### src/rtl/traffic_light_monitor.sv
// rtl/traffic_light_monitor.sv - lamp-bus phase decoder with order and dwell-time checking
// Decodes (M1,M2,MT,S) into phase 1..6 and flags illegal, out-of-order and mistimed phases.
module traffic_light_monitor #(
  parameter int TMG = 7,
  parameter int TY  = 2,
  parameter int TTG = 5,
  parameter int TSG = 3
) (
  input  logic        clk,
  input  logic        reset,
  input  logic [2:0]  light_M1,
  input  logic [2:0]  light_M2,
  input  logic [2:0]  light_MT,
  input  logic [2:0]  light_S,
  output logic [2:0]  phase,
  output logic        in_sync,
  output logic        err_illegal,
  output logic        err_order,
  output logic        err_timing,
  output logic        err_sticky,
  output logic        cycle_done,
  output logic [15:0] cycle_count
);

  localparam logic [0:0] SYNC  = 1'b0;
  localparam logic [0:0] TRACK = 1'b1;

  logic [0:0] state;
  logic [2:0] dec;
  logic [2:0] prev_dec;
  logic [2:0] nxt;
  logic [3:0] dwell;
  logic [3:0] exp_dwell;

  always_comb begin
    dec = 3'd0;
    case ({light_M1, light_M2, light_MT, light_S})
      12'b001_001_100_100: dec = 3'd1;
      12'b001_010_100_100: dec = 3'd2;
      12'b001_100_001_100: dec = 3'd3;
      12'b010_100_010_100: dec = 3'd4;
      12'b100_100_100_001: dec = 3'd5;
      12'b100_100_100_010: dec = 3'd6;
      default:             dec = 3'd0;
    endcase
  end

  always_comb begin
    exp_dwell = 4'd0;
    case (phase)
      3'd1:                   exp_dwell = 4'(TMG + 1);
      3'd2, 3'd4, 3'd6:       exp_dwell = 4'(TY + 1);
      3'd3:                   exp_dwell = 4'(TTG + 1);
      3'd5:                   exp_dwell = 4'(TSG + 1);
      default:                exp_dwell = 4'd0;
    endcase
  end

  assign nxt = (phase == 3'd6) ? 3'd1 : phase + 3'd1;

  always_ff @(posedge clk) begin
    if (reset) begin
      state       <= SYNC;
      phase       <= 3'd0;
      in_sync     <= 1'b0;
      dwell       <= 4'd0;
      prev_dec    <= 3'd0;
      err_illegal <= 1'b0;
      err_order   <= 1'b0;
      err_timing  <= 1'b0;
      err_sticky  <= 1'b0;
      cycle_done  <= 1'b0;
      cycle_count <= 16'd0;
    end else begin
      prev_dec    <= dec;
      err_illegal <= 1'b0;
      err_order   <= 1'b0;
      err_timing  <= 1'b0;
      cycle_done  <= 1'b0;
      if (state == SYNC) begin
        if (dec == 3'd0) begin
          err_illegal <= 1'b1;
          err_sticky  <= 1'b1;
        end else if (dec == 3'd1 && prev_dec != 3'd1) begin
          // Only a fresh edge into S1 may start tracking; a held S1 is ignored.
          state   <= TRACK;
          phase   <= 3'd1;
          in_sync <= 1'b1;
          dwell   <= 4'd1;
        end
      end else begin
        if (dec == phase && dwell != exp_dwell) begin
          if (dwell != 4'd15) dwell <= dwell + 4'd1;
        end else if (dec == nxt && dwell == exp_dwell) begin
          phase <= nxt;
          dwell <= 4'd1;
          if (nxt == 3'd1) begin
            cycle_done  <= 1'b1;
            cycle_count <= cycle_count + 16'd1;
          end
        end else begin
          // Every remaining case is a violation that drops tracking.
          state      <= SYNC;
          phase      <= 3'd0;
          in_sync    <= 1'b0;
          dwell      <= 4'd0;
          err_sticky <= 1'b1;
          if (dec == 3'd0)                       err_illegal <= 1'b1;
          else if (dec != phase && dec != nxt)   err_order   <= 1'b1;
          else                                   err_timing  <= 1'b1;
        end
      end
    end
  end

endmodule

### config.mk
export PLATFORM = sky130hd
export DESIGN_NAME = traffic_light_monitor
export DESIGN_NICKNAME = d
export VERILOG_FILES = /design/src/rtl/traffic_light_monitor.sv
export SDC_FILE = /design/constraint.sdc
export NUM_CORES = 1
export LEC_CHECK = 0
export BUFFER_PORTS_ARGS = -buffer_cell sky130_fd_sc_hd__buf_2
export CORE_ASPECT_RATIO = 0.6
export CORE_MARGIN = 2
export CORE_UTILIZATION = 50
export CTS_BUF_LIST = sky130_fd_sc_hd__clkbuf_8 sky130_fd_sc_hd__clkbuf_16
export CTS_CLUSTER_DIAMETER = 40
export CTS_CLUSTER_SIZE = 25
export DETAILED_ROUTE_END_ITERATION = 8
export GPL_TIMING_DRIVEN = 0
export PLACE_DENSITY = 0.78
export SETUP_SLACK_MARGIN = 0.2
export SKIP_LAST_GASP = 1
export SLEW_MARGIN = 20
export SYNTH_ARGS = -nofsm -noshare
export SYNTH_HDL_FRONTEND = slang
export SYNTH_SLANG_ARGS = --single-unit
### constraint.sdc
create_clock -name clk -period 2.6 [get_ports clk]
set_input_delay 0.26 -clock clk [delete_from_list [all_inputs] [get_ports clk]]
set_output_delay 0.26 -clock clk [all_outputs]
set_load 0.01 [all_outputs]
==> flow_metrics.py <==
metrics = {
    "outcome": {
        "outcome": "complete, but fails checks",
        "violations": "design-rule violations",
    },
    "yosys": {
        "netlist.area_leader.share_pct": 32.9,
        "avgSynthCellArea_um2": 8.19,
        "synth_top_flop_cell": "dfxtp_1",
        "synth_seq_cells": 33,
        "synth_top_cell_by_area": "dfxtp_1",
        "async_reset_ff_share_pct": 0,
        "ys_top_cells_by_area": "dfxtp_1, a21oi_1, nand4_1, o21ai_0, nand2_1",
        "synth-seq-area-share_pct": 32.9,
        "yosysMostFrequentCell": "dfxtp_1",
        "synth_fp_nets": 261,
        "netlist_instances": 245,
        "ys_types": 55,
        "netlist_area_um2": 2010,
        "yosys_warnings": 0,
        "synth_enable_flop_cells": 0,
        "ys_top_cells_by_count": "dfxtp_1, a21oi_1, nand2_1, nand4_1",
    },
    "sta": {
        "slew_headroom_pct": 59.4,
        "setup_viol": 0,
        "drv_slew": 0,
        "fin_crit_sh_pct": 96.7,
        "whs_ns": 0.386,
        "timing_hold_violations_final": 0,
        "fmax_ghz": 0.398,
        "timing.final.ws_setup_ns": 0.0862,
        "period_needed_ns": 2.51,
        "rsz0062_at_grt": "true",
        "finClkSkew_ns": 0.00602,
        "worstMarginPinSlew_ns": 0.594,
    },
    "drt": {
        "ant_nets": 0,
        "initialDrtViolationCount": 200,
        "via_per_inst": 6.61,
        "drt_first_pass_iters": 7,
        "via_count": 2312,
        "routed_wl_mm": 6.24,
        "wl_per_cell_um": 17.8,
        "drc": 3,
    },
    "place": {
        "place_ws_ns": -0.249,
        "dp_hpwl_mm": 3.62,
        "routabilityCongestion": 0.907,
        "portBuffers": 37,
    },
    "power": {
        "pwr_density_cell_nw_per_um2": 353,
        "p_leak_uw": 0.00105,
        "ir_worst_vdd_v": 0.000254,
    },
    "global_routing": {
        "overflow": 0,
        "grt_pass1_vias": 1756,
        "grt_antenna_before_repair": 0,
        "grt_pass1_wl_mm": 8.56,
        "grt_start_max_net_pins": 11,
        "gr-usage-all-layers_pct": 24.1,
    },
    "die": {
        "fp-row-count": 17,
        "die_area_um2": 4550,
        "io_pins": 39,
        "start_util_pct": 53.3,
        "coreArea_um2": 3760,
        "die_width_um": 85.8,
        "die_y_um": 53.1,
    },
    "cells_and_area": {
        "drive_gt1_share_pct": 34.3,
        "diodes": 0,
        "syn2layout_area_growth_pct": 32.9,
        "utilization_pct": 70.9,
        "nets": 320,
    },
    "critical_path": {
        "cp-start-kind": "input port",
        "path_class": "input port to flip-flop",
        "cp.arrival_ns": 2.73,
        "cp.required_ns": 2.82,
        "cp-end-kind": "flip-flop",
        "worst-path-max-fanout": 5,
    },
    "clocking": {
        "hold_buffers": 0,
        "cts_tree": "done",
        "clk-insertion-delay-late_ns": 0.28,
        "cts-htree-levels": 2,
        "clkSinkCount": 33,
        "cts_buffers": 5,
        "cts_max_path_buffers": 2,
        "path_clk_slew_ns": 0.07,
        "root_buffer": "clkbuf_8",
    },
    "min_path": {
        "hp-class": "input port to flip-flop",
    },
    "run": {
        "cap_violations": 0,
    },
}
per-stage QoR:
stage | area (um2) | setup TNS, ns | cells | total power (uW)
after global routing | 2670 | 0 | 350 | 970
after detailed placement | 2260 | -3.66 | 329 | 576
after floorplan | 2020 | 0 | 245 | 547
after CTS | 2410 | 0 | 339 | 930
final | 2670 | 0 | 350 | 943
after global placement | 2260 | -3.13 | 329 | 575
registers in the layout, summed over array words and instances (netlist names):
name,flops
err_sticky,1
err_illegal,1
state,1
dwell,4
cycle_count,16
in_sync,1
err_order,1
phase,3
cycle_done,1
prev_dec,3
err_timing,1
worst max-delay path: stages:
cell and delay (ns):
buf_2 0.16, nor3b_1 0.32, nand4_1 0.24, and4_4 0.24
or3_4 0.36, a2111o_1 0.46, buf_6 0.16, or4_4 0.41
a21oi_2 0.11
cell type report:
class                           instances  area (um2)
Multi-Input combinational cell        195        1450
Fill cell                             284        1100
Inverter                                7        26.3
Tap cell                               47        58.8
Clock buffer                            5        68.8
Sequential cell                        33         663
Clock inverter                          1        5.00
Timing Repair Buffer                   51         327
Buffer                                 11        71.3
layer usage:
metal | GRT usage (%) | wire (um) | vias up
li1 | - | - | 1062
met2 | 33.6 | 2670 | 147
met4 | 6.08 | 135 | 0
met3 | 6.71 | 681 | 20
met5 | 0 | 0 | -
met1 | 35.9 | 2750 | 1083
worst paths after layout:
kind	start	endpoint	slack, ns	cells past startpoint
worst min register to register	in_sync	in_sync	0.49	2
worst max-delay path	light_MT[1]	cycle_count[4]	0.09	9
worst max register to register	phase[1]	cycle_count[4]	0.24	9
worst min-delay path	light_MT[0]	prev_dec[0]	0.39	4
power by group:
| part | total, uW | internal (uW) | switching, uW |
|---|---|---|---|
| combinational | 73.4 | 30.9 | 42.5 |
| clock | 362 | 176 | 186 |
| sequential | 508 | 507 | 0.603 |
| total | 943 | 714 | 229 |
what timing repair did:
| item | CTS | global route |
|---|---|---|
| setup buffers | 4 | 9 |
| pin swaps | 6 | 19 |
| gates cloned | 0 | 2 |
| setup endpoints to repair | 29 | 23 |
| gates resized for setup | 14 | 56 |
kinds of logic (layout without fill, tap and decap cells):
| kind of cell | Yosys count | after routing | synth area share, % |
|---|---|---|---|
| multiplexers | 2 | 2 | 1.06 |
| AO/OA/AOI/OAI | 67 | 68 | 21.3 |
| AND/OR/NAND/NOR | 115 | 115 | 36.2 |
| adder cells (fa/ha/maj) | 2 | 2 | 1.25 |
| XOR/XNOR | 8 | 8 | 3.49 |
| buffers and inverters | 18 | 75 | 3.74 |
| flip-flops | 33 | 33 | 32.9 |
placed cells by master (no fill, tap or decap), types with 5 or more instances in the layout:
cell type	n
nand4_1	15
nand3_1	6
inv_1	5
nor2_1	13
nor3_1	5
buf_4	17
nand2_1	17
clkbuf_1	5
or3_1	9
o21ai_2	6
dfxtp_1	31
a21oi_1	19
o21ai_0	6
buf_2	32
nor3b_1	5
a31oi_1	7
clkbuf_8	6
Power figures use the tool's default switching activity.
